$ cat src/rtl/io_ctrl.sv
// Purpose: IO register window 0x08-0x0F: GPIO with edge capture, prescaled 8-bit timer, level irq.
// Latency: readdata is registered, valid one cycle after readaddr; writes land on the write_en edge.
// Backpressure: none; every write and read completes in one cycle, no stall path.
// Ports: clk/reset (async active-low); writeaddr/writedata/write_en shared with the memory controller;
//        readaddr -> readdata (next cycle); gpio_in (async pins), gpio_out/gpio_oe; irq level request.
module io_ctrl #(
  parameter int SYNC_STAGES = 2
) (
  input  logic       clk,
  input  logic       reset,
  input  logic [7:0] writeaddr,
  input  logic [7:0] writedata,
  input  logic       write_en,
  input  logic [7:0] readaddr,
  output logic [7:0] readdata,
  input  logic [7:0] gpio_in,
  output logic [7:0] gpio_out,
  output logic [7:0] gpio_oe,
  output logic       irq
);

  logic [SYNC_STAGES-1:0][7:0] sync_q;
  logic [7:0] gpio_in_s;
  logic [7:0] gpio_prev;
  logic [7:0] edge_stat;
  logic [7:0] tmr_cnt;
  logic [7:0] tmr_rld;
  logic [5:0] tmr_ctrl;
  logic       tmr_ovf;
  logic [5:0] presc;

  logic       wr_win;
  logic       wr_out, wr_dir, wr_cnt, wr_rld, wr_ctrl, wr_stat, wr_edge;
  logic       tick_due, tick;
  logic [7:0] cnt_nxt;
  logic [5:0] ctrl_nxt;
  logic       ovf_nxt;
  logic [7:0] edge_nxt;
  logic [7:0] rd_mux;

  assign gpio_in_s = sync_q[SYNC_STAGES-1];

  assign wr_win  = write_en && (writeaddr[7:3] == 5'b00001);
  assign wr_out  = wr_win && (writeaddr[2:0] == 3'd0);
  assign wr_dir  = wr_win && (writeaddr[2:0] == 3'd2);
  assign wr_cnt  = wr_win && (writeaddr[2:0] == 3'd3);
  assign wr_rld  = wr_win && (writeaddr[2:0] == 3'd4);
  assign wr_ctrl = wr_win && (writeaddr[2:0] == 3'd5);
  assign wr_stat = wr_win && (writeaddr[2:0] == 3'd6);
  assign wr_edge = wr_win && (writeaddr[2:0] == 3'd7);

  // Prescaler terminal count per psel: every 1, 4, 16 or 64 enabled clocks.
  always_comb begin
    tick_due = 1'b0;
    case (tmr_ctrl[3:2])
      2'd0: tick_due = 1'b1;
      2'd1: tick_due = &presc[1:0];
      2'd2: tick_due = &presc[3:0];
      2'd3: tick_due = &presc;
      default: tick_due = 1'b0;
    endcase
  end

  assign tick = tmr_ctrl[0] && tick_due;

  // Timer and flag next-state. Order matters: tick effects first, then
  // register writes override, then flag sets override W1C clears.
  always_comb begin
    cnt_nxt  = tmr_cnt;
    ctrl_nxt = tmr_ctrl;
    ovf_nxt  = tmr_ovf;
    edge_nxt = edge_stat;

    if (tick) begin
      if (tmr_cnt != 8'hFF) begin
        cnt_nxt = tmr_cnt + 8'd1;
      end else if (tmr_ctrl[1]) begin
        cnt_nxt = tmr_rld;  // pre-write reload value even if TMR_RLD is written now
      end else begin
        cnt_nxt     = 8'h00;
        ctrl_nxt[0] = 1'b0;  // one-shot stops itself
      end
    end

    if (wr_cnt)  cnt_nxt  = writedata;
    if (wr_ctrl) ctrl_nxt = writedata[5:0];
    if (wr_stat) ovf_nxt  = tmr_ovf & ~writedata[0];
    if (wr_edge) edge_nxt = edge_stat & ~writedata;

    if (tick && (tmr_cnt == 8'hFF)) ovf_nxt = 1'b1;
    edge_nxt = edge_nxt | (gpio_in_s & ~gpio_prev);
  end

  // Read mux samples pre-write state, so a same-cycle write reads back the old value.
  always_comb begin
    rd_mux = 8'h00;
    case (readaddr)
      8'h08: rd_mux = gpio_out;
      8'h09: rd_mux = gpio_in_s;
      8'h0A: rd_mux = gpio_oe;
      8'h0B: rd_mux = tmr_cnt;
      8'h0C: rd_mux = tmr_rld;
      8'h0D: rd_mux = {2'b00, tmr_ctrl};
      8'h0E: rd_mux = {7'd0, tmr_ovf};
      8'h0F: rd_mux = edge_stat;
      default: rd_mux = 8'h00;
    endcase
  end

  always_ff @(posedge clk or negedge reset) begin
    if (!reset) begin
      sync_q    <= '0;
      gpio_prev <= 8'h00;
      edge_stat <= 8'h00;
      gpio_out  <= 8'h00;
      gpio_oe   <= 8'h00;
      tmr_cnt   <= 8'h00;
      tmr_rld   <= 8'h00;
      tmr_ctrl  <= 6'd0;
      tmr_ovf   <= 1'b0;
      presc     <= 6'd0;
      readdata  <= 8'h00;
      irq       <= 1'b0;
    end else begin
      sync_q    <= {sync_q[SYNC_STAGES-2:0], gpio_in};
      gpio_prev <= gpio_in_s;
      edge_stat <= edge_nxt;
      tmr_cnt   <= cnt_nxt;
      tmr_ctrl  <= ctrl_nxt;
      tmr_ovf   <= ovf_nxt;
      readdata  <= rd_mux;
      if (wr_out) gpio_out <= writedata;
      if (wr_dir) gpio_oe  <= writedata;
      if (wr_rld) tmr_rld  <= writedata;
      // A TMR_CNT write does not disturb the prescaler; only disable or a CTRL write restarts it.
      if (!tmr_ctrl[0] || wr_ctrl) presc <= 6'd0;
      else                         presc <= presc + 6'd1;
      irq <= (tmr_ovf & tmr_ctrl[4]) | ((|edge_stat) & tmr_ctrl[5]);
    end
  end

endmodule

$ cat config.mk
export PLATFORM = sky130hd
export DESIGN_NAME = io_ctrl
export DESIGN_NICKNAME = d
export VERILOG_FILES = /design/src/rtl/io_ctrl.sv
export SDC_FILE = /design/constraint.sdc
export NUM_CORES = 1
export LEC_CHECK = 0
export ABC_AREA = 0
export CAP_MARGIN = 10
export CORE_MARGIN = 4
export CORE_UTILIZATION = 38
export CTS_BUF_LIST = sky130_fd_sc_hd__clkbuf_4 sky130_fd_sc_hd__clkbuf_8 sky130_fd_sc_hd__clkbuf_16
export DETAILED_ROUTE_END_ITERATION = 6
export PLACE_DENSITY = 0.65
export SLEW_MARGIN = 25
export SYNTH_ARGS = -nofsm -noshare
export SYNTH_HDL_FRONTEND = slang
export SYNTH_SLANG_ARGS = --single-unit
$ cat constraint.sdc
create_clock -name clk -period 4.29 [get_ports clk]
set_input_delay 0.858 -clock clk [delete_from_list [all_inputs] [get_ports clk]]
set_output_delay 0.858 -clock clk [all_outputs]
set_load 0.005 [all_outputs]
Word-level counts from Yosys, hierarchy flattened
Index checks and enable logic that the tools add are counted. Widths: inputs -> output; s select.

Add/sub/neg operators: 2. Equality and inequality tests: 22. Multiplexer cells: 14. Bitwise logic cells: 10. Reductions and logical operators: 22.

Operators with widths (count): $eq 8x4->1 const B (8); $pmux 8 s8 (1); $mux 8 (5); $and 8x8->8 (2); $not 8->8 (2); $eq 3x3->1 const B (4); $logic_and 1x1->1 (10); $add 8x1->8 const B (1); $eq 8x8->1 const B (1); $ne 8x8->1 const B (1); $or 8x8->8 (1); $reduce_or 8->1 (1); $add 6x1->6 const B (1); $eq 3x2->1 const B (2); $mux 1 (6); $mux 6 (1); $reduce_and 6->1 (1); $reduce_bool 2->1 (3); $eq 5x1->1 const B (1); $eq 2x2->1 const B (2); $pmux 1 s4 (1); $reduce_and 4->1 (1); $and 1x1->1 (3); $logic_not 3->1 (1); 10 further kinds (10).

Register bits after elaboration: 86. Bits of input ports: 35. Output and inout bits: 25. Word-level logic and storage cells: 84.

Longest topological paths before layout
Gate-level depths: netlist of run 1.

Word-level depth: 5. Depth in mapped cells: 7.

Least setup slack after synthesis of run 1
No wires, ideal clock.

Path type: input to register. From: in writeaddr[4]. To: reg gpio_out[0]. Arrival time: 1.994 ns. Data required time: 4.165 ns. Setup slack: 2.171 ns. Stages on the path: 4. Path buffers: 0. Path through: nor4b_4 nand3b_1 nor3_4 mux2_2.

Cells in the longest elaborated chain, start to end: 3.

Ends and longest elaborated chain: from (decl) (RTL line 11) `input logic [7:0] writeaddr,`; $eq 5x1->1 (RTL line 43) `assign wr_win = write_en && (writeaddr[7:3] == 5'b00001);`; $logic_and 1x1->1 (RTL line 43); $logic_and 1x1->1 (RTL line 44) `assign wr_out = wr_win && (writeaddr[2:0] == 3'd0);`; to (signal assigned) (RTL line 132) `if (wr_out) gpio_out <= writedata;`; to (decl) (RTL line 17) `output logic [7:0] gpio_out,`.

No other way between the ends. A chain may end at the register's enable or synchronous reset.

Worst setup path after layout of run 1
From: in readaddr[2]. To: reg readdata[4].

Cells in the longest elaborated chain, start to end: 2. Elaborated cells on any way between the ends: 9. Classes of those cells: eq/ne (8); mux (1).

Ends and longest elaborated chain: from (decl) (RTL line 14) `input logic [7:0] readaddr,`; $eq 8x4->1 (RTL line 97) `case (readaddr)`; $pmux 8 s8 (*) (RTL line 97); net rd_mux[4] (RTL line 39) `logic [7:0] rd_mux;`; to (signal assigned) (RTL line 131) `readdata <= rd_mux;`; to (decl) (RTL line 15) `output logic [7:0] readdata,`.

The timed path passes the listed nets; every way through them passes the cells marked *.

==> impl_metrics.env, run 1 <==
export IMPL_outcome="finished, final reports clean"
export IMPL_cts_hold_buf=0
export IMPL_final_core_util_pct=48.1
export IMPL_r2r_slack_ns=2.40
export IMPL_grt_max_degree=87
export IMPL_drc=0
export IMPL_critPathArrivalTime_ns=3.03
export IMPL_p_leak_nw=1.99
export IMPL_clkSinkCount=86
export IMPL_dr_pass1_iters=4
export IMPL_min_path_cells=0
export IMPL_grt_overflow=0
export IMPL_critPathKind="input pin to flip-flop"
export IMPL_cts_root_buffer="clkbuf_8"
export IMPL_regToRegEndpoint="tmr_cnt[5]"
export IMPL_clk_path_buf_depth=2
export IMPL_wl_mm=8.85
export IMPL_synth_seq_area_share_pct=57.2
export IMPL_avgRoutedWirePerCell_um=17.1
export IMPL_final_period_utilization_pct=64.9
export IMPL_cap_viol_max_count=0
export IMPL_h_tree_depth=3
export IMPL_place_congestion=0.823
export IMPL_viasPerCell=5.26
export IMPL_grt_pass1_wl_mm=14.3
export IMPL_max_clock_freq_ghz=0.359
export IMPL_syn_area_um2=3760
export IMPL_setup_violations=0
export IMPL_nNetsFinal=418
export IMPL_cp_max_fo=21
export IMPL_ant_nets=0
export IMPL_rr_startpoint="presc[0]"
export IMPL_num_rows=36
export IMPL_reg2reg_depth=6
export IMPL_antenna_found_initial=0
export IMPL_ys_ff_latch=86
export IMPL_stdcell_count=518
export IMPL_p_total_mw=1.68
export IMPL_vias=2725
export IMPL_hp_start="sync_q[4]"
export IMPL_whs_ns=0.351
export IMPL_ir_drop_mv=0.177
export IMPL_postCtsSetupBuffers=0
export IMPL_ys_types=40
export IMPL_numCtsBuffers=9
export IMPL_synth_top_cell_area_share_pct=57.2
export IMPL_chipHeight_um=107
export IMPL_skew_ns=0.0113
export IMPL_fillCellCount=881
export IMPL_synth_area_leaders="dfrtp_1 (57%), mux2_2 (9.6%), nand2_1 (3.2%), o21ai_0 (3.1%), a22o_1 (3.0%)"
export IMPL_whs_endpoint="gpio_in_s[4]"
export IMPL_period_needed_ns=2.79
export IMPL_syn_nets=358
export IMPL_ios=60
export IMPL_hold_violations=0
export IMPL_dp_hpwl_mm=6.11
export IMPL_grt_total_usage_pct=16.2
export IMPL_die_w_um=107
export IMPL_path_clk_slew_ns=0.08
export IMPL_syn_avg_cell_area_um2=11.7
export IMPL_setup_tns_ns=0
export IMPL_portBuffers=59
export IMPL_end_kind="flip-flop"
export IMPL_worst_pin_slew_ns=0.986
export IMPL_power_density_nw_per_um2=359
export IMPL_die_area_um2=11600
export IMPL_synth_top_area_cell="dfrtp_1"
export IMPL_synth_warnings=0
export IMPL_crit_path_start_kind="input pin"
export IMPL_hp_class="flip-flop to flip-flop"
export IMPL_clock_latency_ns=0.36
export IMPL_area_growth_pct=23.9
export IMPL_cp_required_ns=4.53
export IMPL_start_util_pct=38.8
export IMPL_fp_coreArea_um2=9680
export IMPL_drive_gt1_share_pct=14.5
export IMPL_place_inst=503
export IMPL_slew_viol_final=0
export IMPL_cts_tree="yes"
export IMPL_grt_setup_unrepaired="no"
export IMPL_drt_iter0_markers=206
export IMPL_synthCells=321
export IMPL_cts_resized=0
export IMPL_diodes=0
export IMPL_slew_headroom_pct=34.1
export IMPL_grt_pass1_vias=2719
==> layout make-up <==
class	count	area [um2]	area share [%]
inverter	10	37.5	0.805
timing repair buffer	60	599	12.9
sequential	86	2150	46.2
clock inverter	4	31.3	0.671
tap	133	166	3.57
clock buffer	11	151	3.25
multi-input combinational	214	1520	32.7
==> placed cells by master, fill, tap and decap left out, types with 2 or more instances in the layout <==
cell type / synthesis / final
a211oi_1: 3 / 3
a21oi_1: 5 / 5
a22o_1: 13 / 13
a22oi_1: 3 / 3
a31oi_1: 6 / 6
and2_1: 2 / 2
and3_1: 4 / 4
and3b_1: 2 / 2
clkbuf_8: 0 / 11
clkdlybuf4s50_1: 0 / 58
clkinvlp_4: 0 / 3
dfrtp_1: 86 / 86
ha_1: 2 / 2
inv_1: 10 / 10
mux2_2: 32 / 32
mux2i_1: 11 / 11
mux4_2: 3 / 3
nand2_1: 32 / 32
nand2_2: 2 / 2
nand2b_1: 3 / 3
nand3_1: 14 / 14
nand4_1: 7 / 7
nor2_1: 19 / 19
nor2b_1: 6 / 6
nor4_1: 3 / 3
o21ai_0: 23 / 23
o22ai_1: 2 / 2
o31ai_1: 2 / 2
xnor2_1: 2 / 2
xor2_1: 3 / 3
==> critical path: stages <==
cell,delay [ns]
clkdlybuf4s50_1,1.12
mux2_2,0.42
a22o_1,0.24
a22oi_1,0.14
o21ai_0,0.10
nor2b_1,0.16
==> synthesized netlist by cell type (all sizes together) <==
cell type   n
and3        4
nor2b       6
a41oi       1
o31ai       2
inv        10
o21ai      23
nand2      34
mux4        3
o21bai      1
nand3b      1
nor3b       1
mux2       32
nand3      14
and2        2
o22ai       2
buf         7
nor4        3
xor2        3
a22o       13
a22oi       3
nand2b      3
and4        1
a21oi       5
dfrtp      86
a31oi       6
a32oi       1
nor3        2
a311o       1
xnor2       2
nand4       7
nor4b       1
nor2       19
clkbuf      4
ha          2
and3b       2
a211oi      3
mux2i      11
==> state kept, by name (all words and copies together), names as in the netlist, 8 cells and up <==
register,flops
gpio_in_s,8
tmr_cnt,8
edge_stat,8
gpio_out,8
tmr_rld,8
sync_q,8
gpio_oe,8
readdata,8
gpio_prev,8
==> metrics by stage <==
| step | area, um2 | worst slack [ns] |
|---|---|---|
| 2_1_floorplan | 3760 | 2.17 |
| 3_3_place_gp | 4470 | 1.23 |
| 3_5_place_dp | 4470 | 1.15 |
| 4_1_cts | 4660 | 1.52 |
| 5_1_grt | 4660 | 1.39 |
| 6_report | 4660 | 1.50 |
==> cell families (layout without fill, tap and decap cells) <==
kind of cell / after synthesis / in the layout / synth area share (%)
AO/OA/AOI/OAI: 61 / 61 / 10.6
multiplexers: 46 / 46 / 14.3
adder cells (fa/ha/maj): 2 / 2 / 0.665
flip-flops: 86 / 86 / 57.2
AND/OR/NAND/NOR: 100 / 100 / 13.7
buffers and inverters: 21 / 85 / 2.30
XOR/XNOR: 5 / 5 / 1.16
==> how the worst max path moves through the flow <==
| stage | from | end | slack [ns] |
|---|---|---|---|
| 2_1_floorplan | writeaddr[4] | gpio_out[0] | 2.17 |
| 3_3_place_gp | readaddr[2] | readdata[4] | 1.23 |
| 3_5_place_dp | readaddr[2] | readdata[4] | 1.15 |
| 4_1_cts | readaddr[2] | readdata[4] | 1.52 |
| 5_1_grt | readaddr[2] | readdata[4] | 1.39 |
| 6_report | readaddr[2] | readdata[4] | 1.50 |
==> per-layer routing <==
layer	up-vias	part of all wire (%)	GRT usage [%]
li1	1278	-	-
met4	0	1.6	5.23
met1	1353	44	22.4
met3	13	6.1	3.90
met5	-	0	0
met2	81	48	25.0
==> report_power, final <==
group / switching (mW) / internal, mW
combinational: 0.112 / 0.123
sequential: 0.0544 / 0.857
clock: 0.288 / 0.241
Note: power is estimated with default switching activity, not from simulation.
==> run 2, diff against run 1 <==
Clock period 4.29 ns to 2.89 ns, I/O delays scaled along.
==> impl_metrics.env, run 2 (synthesis results as in run 1) <==
export IMPL_outcome="finished, final reports clean"
export IMPL_path_clk_slew_ns=0.08
export IMPL_final_cell_mix="dfrtp_1 (86), clkdlybuf4s50_1 (58), mux2_2 (32), nand2_1 (32), o21ai_0 (23)"
export IMPL_clock_latency_ns=0.36
export IMPL_drc=0
export IMPL_final_common_cell="dfrtp_1"
export IMPL_worst_pin_slew_ns=0.586
export IMPL_final_core_util_pct=49.2
export IMPL_ir_drop_mv=0.260
export IMPL_die_w_um=107
export IMPL_ant_nets=0
export IMPL_cap_viol_max_count=0
export IMPL_drt_iter0_markers=181
export IMPL_critPathKind="input pin to flip-flop"
export IMPL_seqCellArea_um2=2150
export IMPL_period_needed_ns=2.20
export IMPL_viasPerCell=5.28
export IMPL_wl_mm=9.05
export IMPL_cts_hold_buf=0
export IMPL_slew_headroom_pct=60.9
export IMPL_diodes=0
export IMPL_cp_max_fo=8
export IMPL_multi_input_area_um2=1520
export IMPL_critPathArrivalTime_ns=2.44
export IMPL_hp_class="input pin to asynchronous set/reset pin"
export IMPL_clk_path_buf_depth=2
export IMPL_grt_max_degree=47
export IMPL_place_area_um2=4570
export IMPL_setup_violations=0
export IMPL_dp_hpwl_mm=6.61
export IMPL_area_growth_pct=26.7
export IMPL_final_period_utilization_pct=76.1
export IMPL_stdcell_count=531
export IMPL_clkSinkCount=86
export IMPL_postCtsSetupBuffers=0
export IMPL_h_tree_depth=3
export IMPL_dr_pass1_iters=4
export IMPL_end_kind="flip-flop"
export IMPL_setup_tns_ns=0
export IMPL_drive_gt1_share_pct=17.3
export IMPL_portBuffers=59
export IMPL_grt_pass1_vias=2877
export IMPL_slew_viol_final=0
export IMPL_avgRoutedWirePerCell_um=17.0
export IMPL_cts_tree="yes"
export IMPL_fp_coreArea_um2=9680
export IMPL_power_density_nw_per_um2=532
export IMPL_nNetsFinal=431
export IMPL_grt_pass1_wl_mm=15.1
export IMPL_place_inst=516
export IMPL_skew_ns=0.0125
export IMPL_p_leak_nw=2.07
export IMPL_grt_total_usage_pct=17.2
export IMPL_start_util_pct=38.8
export IMPL_numCtsBuffers=9
export IMPL_grt_setup_unrepaired="no"
export IMPL_fillCellCount=852
export IMPL_final_area_um2=4760
export IMPL_hold_violations=0
export IMPL_crit_path_start_kind="input pin"
export IMPL_grt_overflow=0
export IMPL_num_rows=36
export IMPL_max_clock_freq_ghz=0.455
export IMPL_cts_resized=0
export IMPL_chipHeight_um=107
export IMPL_antenna_found_initial=0
export IMPL_cp_required_ns=3.13
export IMPL_place_congestion=0.855
export IMPL_cts_root_buffer="clkbuf_8"
export IMPL_vias=2805
export IMPL_ios=60
export IMPL_p_total_mw=2.54
export IMPL_die_area_um2=11600
## run 2: cell types whose count changed in the layout (fill, tap and decap cells not counted)
cell,previous run,this run
clkbuf_8,11,10
clkbuf_4,0,1
clkinvlp_4,3,1
buf_4,1,15
buf_6,1,0
clkinv_2,0,2
bufinv_16,0,1
inv_6,1,0
## run 2: layer usage
| layer | part of all wire (%) | global-route usage, % | vias up |
|---|---|---|---|
| li1 | - | - | 1300 |
| met1 | 44 | 23.4 | 1397 |
| met2 | 48 | 26.3 | 91 |
| met3 | 6.1 | 5.16 | 17 |
| met4 | 1.9 | 5.50 | 0 |
| met5 | 0 | 0 | - |
## run 2: power breakdown
part / switching [mW] / total, mW / internal (mW) / leakage [nW]
logic: 0.173 / 0.364 / 0.191 / 0.890
clock network: 0.395 / 0.819 / 0.425 / 0.0986
registers: 0.0807 / 1.35 / 1.27 / 1.08
## run 2: stage by stage
step	hold WS (ns)	worst slack [ns]
floorplan	0.282	1.05
global placement	0.332	0.349
detailed placement	0.336	0.317
CTS	0.234	0.699
global route	0.255	0.565
finish	0.214	0.692
## run 2: path summary, 6_finish.rpt
path,slack [ns],to,depth (start not counted),startpoint
max in group asynchronous,1.97,edge_stat[3],2,reset
min in group clk,0.35,gpio_in_s[0],0,sync_q[0]
min,0.21,gpio_oe[2],1,reset
min reg2reg,0.35,gpio_in_s[0],0,sync_q[0]
max,0.69,gpio_out[5],5,writeaddr[4]
max reg2reg,0.97,tmr_cnt[2],6,tmr_cnt[0]
## run 2: layout make-up
class | instances | share of cell area, %
flip-flops and latches | 86 | 45.2
clock buffers | 11 | 3.05
inverters | 10 | 0.788
clock inverters | 4 | 0.998
multi-input cells | 214 | 32.0
well taps | 133 | 3.49
repair buffers | 73 | 14.5
## run 2: worst max-delay path, cell delays in order
cell and delay (ns):
clkdlybuf4s50_1 0.45, nor4b_4 0.38, nand3b_1 0.19, nor3_4 0.45, mux2_2 0.39
==> run 3, diff against run 2 <==
Clock period 2.89 ns to 2.05 ns, I/O delays scaled along.
==> impl_metrics.env, run 3 (synthesis results as in run 1) <==
export IMPL_skew_ns=0.0140
export IMPL_max_clock_freq_ghz=0.539
export IMPL_drive_gt1_share_pct=21.6
export IMPL_place_congestion=0.851
export IMPL_place_area_um2=4730
export IMPL_num_rows=36
export IMPL_postCtsSetupBuffers=0
export IMPL_clock_latency_ns=0.35
export IMPL_ir_drop_mv=0.531
export IMPL_dr_pass1_iters=4
export IMPL_final_common_cell="dfrtp_1"
export IMPL_setup_violations=0
export IMPL_period_needed_ns=1.86
export IMPL_start_util_pct=38.8
export IMPL_grt_pass1_vias=2867
export IMPL_slew_viol_final=0
export IMPL_die_w_um=107
export IMPL_grt_pass1_wl_mm=14.8
export IMPL_cts_tree="yes"
export IMPL_pre_cts_ws_ns=-0.140
export IMPL_drc=0
export IMPL_numCtsBuffers=9
export IMPL_end_kind="flip-flop"
export IMPL_final_core_util_pct=51.0
export IMPL_grt_total_usage_pct=16.8
export IMPL_nNetsFinal=449
export IMPL_clkSinkCount=86
export IMPL_slew_headroom_pct=62.2
export IMPL_hp_class="input pin to asynchronous set/reset pin"
export IMPL_p_leak_nw=2.17
export IMPL_hold_violations=0
export IMPL_cp_required_ns=2.27
export IMPL_cp_max_fo=5
export IMPL_portBuffers=59
export IMPL_fp_coreArea_um2=9680
export IMPL_setup_slack_ns=0.193
export IMPL_critPathArrivalTime_ns=2.08
export IMPL_critPathKind="input pin to flip-flop"
export IMPL_grt_max_degree=46
export IMPL_final_cell_mix="dfrtp_1 (86), clkdlybuf4s50_1 (58), mux2_2 (32), nand2_1 (32), buf_4 (31)"
export IMPL_die_area_um2=11600
export IMPL_area_growth_pct=31.3
export IMPL_final_period_utilization_pct=90.6
export IMPL_vias=2842
export IMPL_clk_path_buf_depth=2
export IMPL_fillCellCount=860
export IMPL_outcome="finished, final reports clean"
export IMPL_ios=60
export IMPL_viasPerCell=5.17
export IMPL_grt_overflow=0
export IMPL_chipHeight_um=107
export IMPL_diodes=0
export IMPL_dp_hpwl_mm=6.64
export IMPL_cts_root_buffer="clkbuf_8"
export IMPL_worst_pin_slew_ns=0.567
export IMPL_path_clk_slew_ns=0.09
export IMPL_cap_viol_max_count=0
export IMPL_ant_nets=0
export IMPL_antenna_found_initial=0
export IMPL_grt_setup_unrepaired="no"
export IMPL_crit_path_start_kind="input pin"
export IMPL_wl_mm=9.03
export IMPL_power_density_nw_per_um2=736
export IMPL_final_area_um2=4940
export IMPL_h_tree_depth=3
export IMPL_drt_iter0_markers=215
export IMPL_avgRoutedWirePerCell_um=16.4
-- run 3: cell count changes in the layout (fill, tap and decap cells not counted), sizes merged --
cell / before / now
clkinvlp: 1 / 0
clkinv: 2 / 3
buf: 15 / 33
inv: 10 / 11
-- run 3: cell type report --
cell class | count | area [um2] | share of cell area [%]
Clock buffer | 11 | 145 | 2.94
Timing Repair Buffer | 91 | 853 | 17.3
Clock inverter | 5 | 57.6 | 1.17
Inverter | 10 | 37.5 | 0.760
Tap cell | 133 | 166 | 3.37
Multi-Input combinational cell | 214 | 1530 | 30.9
Sequential cell | 86 | 2150 | 43.6
-- run 3: where the power goes --
| group | switching, mW | total (mW) | internal (mW) | leakage [nW] |
|---|---|---|---|---|
| combinational | 0.241 | 0.526 | 0.285 | 0.986 |
| sequential | 0.117 | 1.91 | 1.79 | 1.08 |
| clock | 0.586 | 1.20 | 0.613 | 0.107 |
-- run 3: routing by layer --
layer / up-vias / routed length (um) / part of all wire (%) / global-route usage [%]
met2: 95 / 4250 / 47 / 26.2
met4: 0 / 182 / 2.0 / 5.77
met1: 1396 / 3980 / 44 / 22.6
met3: 13 / 613 / 6.8 / 4.56
met5: - / 0 / 0 / 0
li1: 1338 / - / - / -
-- run 3: what timing repair did --
action / CTS / global route
resized for setup: 0 / 2
hold buffers: 0 / 0
endpoints found under the setup margin: 0 / 7
-- run 3: worst paths after layout --
kind | from | slack, ns | to | cells after the start
worst min-delay path | reset | 0.05 | tmr_cnt[6] | 1
worst min register to register | sync_q[2] | 0.36 | gpio_in_s[2] | 0
worst max register to register | presc[0] | 0.26 | tmr_cnt[5] | 6
worst max-delay path | readaddr[2] | 0.19 | readdata[3] | 8
min in group clk | sync_q[2] | 0.36 | gpio_in_s[2] | 0
max in group asynchronous | reset | 1.41 | gpio_oe[5] | 2
-- run 3: stage by stage --
step / total power, mW / hold WS [ns] / std cells / TNS [ns]
final: 3.63 / 0.0499 / 550 / 0
after global routing: 3.82 / 0.0751 / 550 / 0
after CTS: 3.68 / 0.0544 / 550 / 0
after detailed placement: 2.47 / 0.336 / 534 / -3.89
after global placement: 2.45 / 0.334 / 534 / -3.43
after floorplan: 2.19 / 0.114 / 321 / 0
-- run 3: worst max-delay path: stages --
cell             delay [ns]
clkdlybuf4s50_1        0.53
buf_4                  0.21
nor2b_1                0.15
buf_4                  0.16
a22o_1                 0.23
a22oi_1                0.15
o21ai_0                0.10
nor2b_1                0.13
